==> config.mk <==
export PLATFORM = sky130hd
export DESIGN_NAME = fifo_write_arbiter
export DESIGN_NICKNAME = d
export VERILOG_FILES = /design/src/rtl/fifo_write_arbiter_pkg.sv /design/src/rtl/fifo_rr_pick.sv /design/src/rtl/fifo_write_arbiter.sv
export SDC_FILE = /design/constraint.sdc
export NUM_CORES = 1
export LEC_CHECK = 0
export ABC_CLOCK_PERIOD_IN_PS = 2600
export CAP_MARGIN = 20
export CELL_PAD_IN_SITES_DETAIL_PLACEMENT = 0
export CELL_PAD_IN_SITES_GLOBAL_PLACEMENT = 2
export CORE_UTILIZATION = 15
export CTS_CLUSTER_DIAMETER = 80
export CTS_CLUSTER_SIZE = 40
export DETAILED_ROUTE_END_ITERATION = 8
export PLACE_DENSITY_LB_ADDON = 0.1
export SLEW_MARGIN = 10
export SYNTH_ARGS = -nofsm -noshare
export SYNTH_HDL_FRONTEND = slang
export SYNTH_HIERARCHICAL = 1
export SYNTH_SLANG_ARGS = --single-unit
==> constraint.sdc <==
create_clock -name clock_in -period 2.6 [get_ports clock_in]
set_input_delay 0.26 -clock clock_in [delete_from_list [all_inputs] [get_ports clock_in]]
set_output_delay 0.26 -clock clock_in [all_outputs]
set_load 0.02 [all_outputs]
==> src/rtl/fifo_write_arbiter_pkg.sv <==
// Shared types and helpers for the fifo write-port arbiter.
// clogb2 matches the async fifo's width helper so index and count widths line up.
package fifo_write_arbiter_pkg;

   typedef enum logic {
      ARB_IDLE  = 1'b0,
      ARB_OWNED = 1'b1
   } arb_state_e;

   function automatic int clogb2(input int value);
      int v;
      int r;
      v = value;
      r = 0;
      while (v > 0) begin
         r = r + 1;
         v = v >> 1;
      end
      return r;
   endfunction

endpackage

==> src/rtl/fifo_rr_pick.sv <==
// Round-robin picker: first set request strictly after ptr, wrapping modulo NUM_REQ.
// ptr itself is searched last, so the previous owner has lowest priority.
module fifo_rr_pick
   import fifo_write_arbiter_pkg::*;
#(
   parameter  int NUM_REQ   = 4,
   localparam int IDX_WIDTH = clogb2(NUM_REQ - 1)
) (
   input  logic [NUM_REQ-1:0]   req,
   input  logic [IDX_WIDTH-1:0] ptr,
   output logic                 any,
   output logic [IDX_WIDTH-1:0] idx
);

   logic [IDX_WIDTH-1:0] cand;

   // Walk from the farthest candidate to the nearest so the nearest hit wins.
   always_comb begin
      any  = 1'b0;
      idx  = '0;
      cand = '0;
      for (int k = NUM_REQ; k >= 1; k--) begin
         cand = IDX_WIDTH'((int'(ptr) + k) % NUM_REQ);
         if (req[cand]) begin
            any = 1'b1;
            idx = cand;
         end
      end
   end

endmodule

==> src/rtl/fifo_write_arbiter.sv <==
// Packet-atomic round-robin arbiter sharing one async fifo write port among NUM_REQ producers.
// The owner keeps the port until its last beat (or the MAX_BURST cap) is accepted.
module fifo_write_arbiter
   import fifo_write_arbiter_pkg::*;
#(
   parameter  int NUM_REQ    = 4,
   parameter  int DATA_WIDTH = 32,
   parameter  int MAX_BURST  = 64,
   localparam int IDX_WIDTH  = clogb2(NUM_REQ - 1)
) (
   input  logic                          clock_in,
   input  logic                          rst_in_n,
   input  logic [NUM_REQ-1:0]            req_valid,
   input  logic [NUM_REQ*DATA_WIDTH-1:0] req_data,
   input  logic [NUM_REQ-1:0]            req_last,
   output logic [NUM_REQ-1:0]            req_ack,
   output logic [DATA_WIDTH-1:0]         fifo_data,
   output logic                          fifo_valid,
   input  logic                          fifo_full,
   output logic [NUM_REQ-1:0]            grant,
   output logic                          burst_error
);

   localparam int CNT_W = (clogb2(MAX_BURST) > 0) ? clogb2(MAX_BURST) : 1;

   arb_state_e           state_q;
   logic [IDX_WIDTH-1:0] g_q;
   logic [IDX_WIDTH-1:0] rr_q;
   logic [CNT_W-1:0]     cnt_q;
   logic [CNT_W-1:0]     cnt_d;
   logic [CNT_W:0]       cnt_inc;
   logic [NUM_REQ-1:0]   grant_q;
   logic                 err_q;

   logic                 owned;
   logic [IDX_WIDTH-1:0] pick_ptr;
   logic [IDX_WIDTH-1:0] pick_idx;
   logic                 pick_any;
   logic [IDX_WIDTH-1:0] sel;
   logic                 accept;
   logic                 last_beat;
   logic                 cap_hit;
   logic                 release_ev;

   assign owned = (state_q == ARB_OWNED);

   // One picker serves both the idle pick (from rr) and the release re-pick (from the owner).
   assign pick_ptr = owned ? g_q : rr_q;

   fifo_rr_pick #(
      .NUM_REQ (NUM_REQ)
   ) u_pick (
      .req (req_valid),
      .ptr (pick_ptr),
      .any (pick_any),
      .idx (pick_idx)
   );

   assign sel        = owned ? g_q : '0;
   assign fifo_data  = req_data[int'(sel)*DATA_WIDTH +: DATA_WIDTH];
   assign fifo_valid = owned & req_valid[g_q];
   assign accept     = fifo_valid & ~fifo_full;
   assign req_ack    = accept ? (NUM_REQ'(1) << g_q) : '0;

   assign last_beat  = req_last[g_q];
   assign cnt_inc    = {1'b0, cnt_q} + (CNT_W + 1)'(1);
   assign cap_hit    = (MAX_BURST > 0) && (cnt_inc == (CNT_W + 1)'(MAX_BURST));
   assign release_ev = accept & (last_beat | cap_hit);
   assign cnt_d      = release_ev ? '0 : (accept ? cnt_inc[CNT_W-1:0] : cnt_q);

   assign grant       = grant_q;
   assign burst_error = err_q;

   always_ff @(posedge clock_in or negedge rst_in_n) begin
      if (!rst_in_n) begin
         state_q <= ARB_IDLE;
         g_q     <= '0;
         rr_q    <= IDX_WIDTH'(NUM_REQ - 1);
         cnt_q   <= '0;
         grant_q <= '0;
         err_q   <= 1'b0;
      end else begin
         cnt_q <= cnt_d;
         case (state_q)
            ARB_IDLE: begin
               if (pick_any) begin
                  state_q <= ARB_OWNED;
                  g_q     <= pick_idx;
                  grant_q <= NUM_REQ'(1) << pick_idx;
               end
            end
            ARB_OWNED: begin
               // Hand over on release without an idle bubble when someone is waiting.
               if (release_ev) begin
                  rr_q <= g_q;
                  if (cap_hit && !last_beat) begin
                     err_q <= 1'b1;
                  end
                  if (pick_any) begin
                     g_q     <= pick_idx;
                     grant_q <= NUM_REQ'(1) << pick_idx;
                  end else begin
                     state_q <= ARB_IDLE;
                     grant_q <= '0;
                  end
               end
            end
         endcase
      end
   end

endmodule

# Word level (Yosys, flattened, before mapping)
# Cells that the tools add are included.
dict set report word_totals {
  ff_bits 17
  inputBits 139
  out_inout_bits 42
  wordCells 69
}
dict set report classes {
  magnitude_cmp 5
  n_mux 35
  n_reduce_logical 6
  eq_ne 3
  n_shift 3
  add_sub_neg 5
  bitwise 6
}
# operator count
set ops {}
lappend ops {{$shiftx A128 B8 Y32} 1}
lappend ops {{$mux W2} 8}
lappend ops {{$mux W4} 4}
lappend ops {{$lt A2 B3 Y1 const B} 5}
lappend ops {{$mux W7} 2}
lappend ops {{$bmux W1 S2} 6}
lappend ops {{$mux W1} 12}
lappend ops {{$add A7 B1 Y8 const B} 1}
lappend ops {{$eq A8 B7 Y1 const B} 1}
lappend ops {{$pmux W4 S2} 1}
lappend ops {{$shl A1 B2 Y4 const A} 2}
lappend ops {{$add A2 B1 Y2 const B} 2}
lappend ops {{$add A2 B2 Y2 const B} 2}
lappend ops {{$pmux W2 S2} 1}
lappend ops {{$reduce_and A2 Y1} 2}
lappend ops {{$and A1 B1 Y1} 3}
lappend ops {{$reduce_and A3 Y1} 1}
lappend ops {{$ne A2 B1 Y1 const B} 1}
lappend ops {{$ne A2 B2 Y1 const B} 1}
lappend ops {{$not A1 Y1} 2}
lappend ops {{$pmux W1 S2} 1}
lappend ops {{$reduce_bool A2 Y1} 1}
lappend ops {{$logic_and A1 B1 Y1} 1}
lappend ops {{$logic_not A1 Y1} 1}
lappend ops {{$or A1 B1 Y1} 1}

# Depth between registers and ports, before layout
dict set report logic_depth {
  word_depth 12
  mapped_depth 11
  depth_no_buf 8
}

# Modules after synthesis
# The synthesis kept the hierarchy.
# module seq_area_each_um2 area_each_um2 cells_per_inst n_inst
set modules_own_cells {}
lappend modules_own_cells {fifo_write_arbiter 427.9 2044.5 298 1}
lappend modules_own_cells {fifo_rr_pick 0.0 91.3 14 1}

# Worst setup path before layout
# No wires, ideal clock.
dict set report synth_timing {
  kind {reg-to-reg}
  from {register g_q[1]}
  to {register grant_q[2], in the netlist grant[2]}
  required_ns 2.499
  setup_slack_ns 0.239
  arrival_ns 2.260
  path_stages_with_launch 12
  period_less_slack_ns 2.361
  setup_ns 0.101
  n_path_buf 3
  cell_sequence {dfrtp_1 -> buf_2 -> nand2_1 -> clkbuf_1 -> clkbuf_1 -> o21ai_0 -> a21oi_1 -> a31oi_1 -> a21oi_1 -> nor2b_1 -> a21oi_1 -> nor4_1}
}
dict set report synth_via {
  elab_chain_len 12
  word_cells_on_any_way 37
  cone_classes {add/sub (4); eq/ne (2); shift (1); mux (25); bitwise (4); reduce/logical (1)}
}
# element line
set synth_lines {}
lappend synth_lines {{start, declared} fifo_write_arbiter.sv:27} ;# logic [IDX_WIDTH-1:0] g_q;
lappend synth_lines {{start signal, assigned} fifo_write_arbiter.sv:88} ;# g_q <= pick_idx;
lappend synth_lines {{start signal, assigned} fifo_write_arbiter.sv:100} ;# g_q <= pick_idx;
lappend synth_lines {{$mux W2 (*)} fifo_write_arbiter.sv:48} ;# assign pick_ptr = owned ? g_q : rr_q;
lappend synth_lines {{via pick_ptr[1]} fifo_write_arbiter.sv:36} ;# logic [IDX_WIDTH-1:0] pick_ptr;
lappend synth_lines {{$add A2 B1 Y2} fifo_rr_pick.sv:23} ;# cand = IDX_WIDTH'((int'(ptr) + k) % NUM_REQ);
lappend synth_lines {{$bmux W1 S2} fifo_rr_pick.sv:24} ;# if (req[cand]) begin
lappend synth_lines {{$mux W1 (implied by the code)} fifo_rr_pick.sv:24}
lappend synth_lines {{$mux W2 (3 in a row)} fifo_rr_pick.sv:24}
lappend synth_lines {{$mux W2 (*)} fifo_rr_pick.sv:24}
lappend synth_lines {{via pick_idx[1]} fifo_write_arbiter.sv:37} ;# logic [IDX_WIDTH-1:0] pick_idx;
lappend synth_lines {{$shl A1 B2 Y4 (*)} {fifo_write_arbiter.sv:89, fifo_write_arbiter.sv:101}}
lappend synth_lines {{$mux W4} fifo_write_arbiter.sv:99} ;# if (pick_any) begin
lappend synth_lines {{$mux W4} fifo_write_arbiter.sv:94} ;# if (release_ev) begin
lappend synth_lines {{$pmux W4 S2 (*)} fifo_write_arbiter.sv:84} ;# case (state_q)
lappend synth_lines {{end signal, assigned} fifo_write_arbiter.sv:89} ;# grant_q <= NUM_REQ'(1) << pick_idx;
lappend synth_lines {{end signal, assigned} fifo_write_arbiter.sv:101} ;# grant_q <= NUM_REQ'(1) << pick_idx;
lappend synth_lines {{end, declared} fifo_write_arbiter.sv:32} ;# logic [NUM_REQ-1:0] grant_q;
# The timed path passes the listed nets; every way through them passes the cells marked *. The select of a mux whose other input is x is not followed.
# A chain may end at the register's enable or synchronous reset.

# Final worst setup path
dict set report layout_timing {
  from {register g_q[0]}
  to {output port req_ack[3]}
}
dict set report layout_via {
  elab_chain_len 5
  word_cells_on_any_way 6
  cone_classes {shift (1); mux (3); bitwise (2)}
}
# element line
set layout_lines {}
lappend layout_lines {{$bmux W1 S2} fifo_write_arbiter.sv:61} ;# assign fifo_valid = owned & req_valid[g_q];
lappend layout_lines {{$mux W1 (implied by the code)} fifo_write_arbiter.sv:61}
lappend layout_lines {{$and A1 B1 Y1} fifo_write_arbiter.sv:61}
lappend layout_lines {{$and A1 B1 Y1} fifo_write_arbiter.sv:62} ;# assign accept = fifo_valid & ~fifo_full;
lappend layout_lines {{$mux W4 (*)} fifo_write_arbiter.sv:63} ;# assign req_ack = accept ? (NUM_REQ'(1) << g_q) : '0;
lappend layout_lines {{end, declared} fifo_write_arbiter.sv:16} ;# output logic [NUM_REQ-1:0] req_ack,
# Mark *: on every way between the ends. The rest lies on a longest branch, timed or not. The select of a mux whose other input is x is not followed.

==> impl_metrics.tcl <==
set metrics [dict create \
    outcome "finished clean" \
    finalSetupTns_ps 0 \
    fp.dieW_um 121 \
    fin_skew_ps 2.29 \
    met3_length_um 810 \
    setup_viol 0 \
    synth_fp_nets 452 \
    wl_met2_um 5260 \
    holdBufCountCts 0 \
    grt_max_degree 65 \
    period_minus_slack_ps 2510 \
    cts_resized 0 \
    max_freq_ghz 0.399 \
    required_ps 2340 \
    cts_root_buf "clkbuf_16" \
    fin_nets 624 \
    drtIter0Drc 150 \
    antenna_found_initial 0 \
    p_switching_mw 2.05 \
    fin_hold_ws_ps 473 \
    synth_seq_area_share_pct 20.0 \
    finalHoldViolations 0 \
    rsz0062_at_grt "false" \
    wl_met1_um 4620 \
    cp-endpoint "req_ack[3]" \
    ys_types 40 \
    cts_buffer_depth 2 \
    track_usage_pct 14.0 \
    grt_pass1_vias 2862 \
    overflow 0 \
    critical_path.endpoint_type "output pin" \
    yosysWarnings 6 \
    p_int_mw 2.14 \
    timing.final.ws_setup_ps 90.6 \
    slew_headroom_pct 43.4 \
    final_cell_mix "180 x clkdlybuf4s50_1, 77 x nand2_1, 37 x nor2b_1" \
    async_flop_share_pct 100 \
    post-route-drc-count 0 \
    layout_commonest_cell "clkdlybuf4s50_1" \
    crit_path_start "g_q[0]" \
    worstPathArrival_ps 2250 \
    ys.flop_type "dfrtp_1" \
    via_count 2978 \
    top_layer "met4" \
    ios 181 \
    routedWlPerCell_um 16.2 \
    dp_slack_ps 163 \
    maxCapViolations 0 \
    h-tree-depth 1 \
    area_delta_synth_final_pct 100 \
    reg2reg_to "g_q[0]" \
    die_h_um 121 \
    firstDrtPassIters 4 \
    ir_drop_uv 445 \
    pwr-share-comb_pct 81.2 \
    power_density_nw_per_um2 979 \
    routed_via_density 4.49 \
    r2r_slack_ps 280 \
    syn_area_um2 2140 \
    core_um2 13900 \
    synth-edff-count 0 \
    ant_nets 0 \
    clkSinkCount 17 \
    p_sw_share_pct 48.9 \
    totalWireLength_um 10700 \
    postCtsSetupBuffers 0 \
    power_frac_seq_pct 11.2 \
    die_area_um2 14700 \
    synth.avg_cell_area_um2 6.85 \
    crit_fanout 7 \
    clkPwrFrac_pct 7.6 \
    clkLatencyLatePin_ps 250 \
    fill_cells 1504 \
    drive_above_1_share_pct 6.63 \
    grt_pass1_wl_um 16300 \
    ys_ff_latch 17 \
    hp-class "flop to flop" \
    cts_tree "yes" \
    timing.rr.start "cnt_q[0]" \
    io_buffers 180 \
    netlist_instances 312 \
    finalCritPeriodShare_pct 96.5 \
    worstRegToRegCells 6 \
    initial_utilization_pct 15.4 \
    hpwl_um 8150 \
    worstSetupPathType "flop to output pin" \
    cts_buffers 3 \
    clkSlewWorstSetupHoldPaths_ps 50 \
    rows 43 \
    routabilityCongestion 0.763 \
    diodes 0 \
    slew_violations 0 \
    start_kind "flop" \
    leakagePower_nw 1.59 \
    worst_pin_slew_ps 847 \
]
-- registers in the layout (all words and copies together), names as in the netlist --
register	flops
cnt_q	7
grant	4
g_q	2
rr_q	2
burst_error	1
owned	1
-- per-layer routing --
metal / up-vias / global-route usage [%]
met4: 0 / 1.85
li1: 1485 / -
met5: - / 0
met3: 4 / 2.68
met2: 109 / 24.5
met1: 1380 / 18.1
-- through the flow --
stage | utilization [%] | std cells | area [um2] | power [mW]
3_5_place_dp | 30.2 | 659 | 4200 | 3.93
2_1_floorplan | - | 312 | 2140 | 2.36
4_1_cts | 30.8 | 663 | 4280 | 4.26
5_1_grt | 30.8 | 663 | 4280 | 4.53
3_3_place_gp | 30.2 | 659 | 4200 | 3.96
6_report | 30.8 | 663 | 4280 | 4.19
-- layout make-up --
class,count,area [um2],share of cell area [%]
clock buffer,4,78.8,1.84
inverter,6,22.5,0.526
multi-input combinational,262,1580,36.8
sequential,17,429,10.0
tap,180,225,5.26
timing repair buffer,194,1950,45.5
-- power groups by stage --
stage | Sequential [mW] | Combinational [mW] | Clock, mW
final | 0.470 | 3.40 | 0.316
after detailed placement | 0.475 | 3.45 | 0
after floorplan | 0.462 | 1.90 | 0
after CTS | 0.474 | 3.46 | 0.318
after global placement | 0.478 | 3.48 | 0
after global routing | 0.487 | 3.71 | 0.332
-- logic make-up after synthesis --
kind of cell             share of synthesized area (%)
AND/OR/NAND/NOR                                   36.0
flip-flops                                        20.0
adder cells (fa/ha/maj)                          0.586
AO/OA/AOI/OAI                                     32.9
multiplexers                                      4.16
buffers and inverters                             6.27
-- how the worst min path moves through the flow --
stage / cells past startpoint / end / slack, ps / from
after floorplan: 0 / burst_error / -40 / rst_in_n
after global placement: 1 / burst_error / 450 / burst_error
after detailed placement: 1 / burst_error / 460 / burst_error
after CTS: 1 / burst_error / 480 / burst_error
after global routing: 1 / burst_error / 500 / burst_error
final: 1 / burst_error / 470 / burst_error
-- worst max-delay path, stage by stage (launching register included) --
cell,delay (ps)
dfrtp_2,480
mux4_2,570
and2_1,230
and3_1,190
clkdlybuf4s50_1,530
-- cells in the mapped netlist, types with 2 or more instances --
master / n / area [um2]
nor2_1: 7 / 26.3
nand3_1: 4 / 20.0
a22o_1: 3 / 26.3
and2_1: 5 / 31.3
nor3_1: 3 / 15.0
and3_1: 2 / 12.5
a211oi_1: 36 / 270
a21oi_1: 8 / 40.0
clkbuf_1: 24 / 90.1
dfrtp_1: 15 / 375
nor2b_1: 37 / 231
nand2_1: 78 / 293
nand2b_1: 4 / 25.0
and4b_1: 4 / 40.0
buf_2: 2 / 10.0
a31oi_1: 33 / 206
dfstp_2: 2 / 52.6
nor4_1: 4 / 25.0
mux4_2: 2 / 45.0
mux2_2: 3 / 33.8
or4_1: 2 / 15.0
o21ai_0: 11 / 55.1
inv_1: 6 / 22.5
No activity file was read; power rests on OpenSTA's default activity.
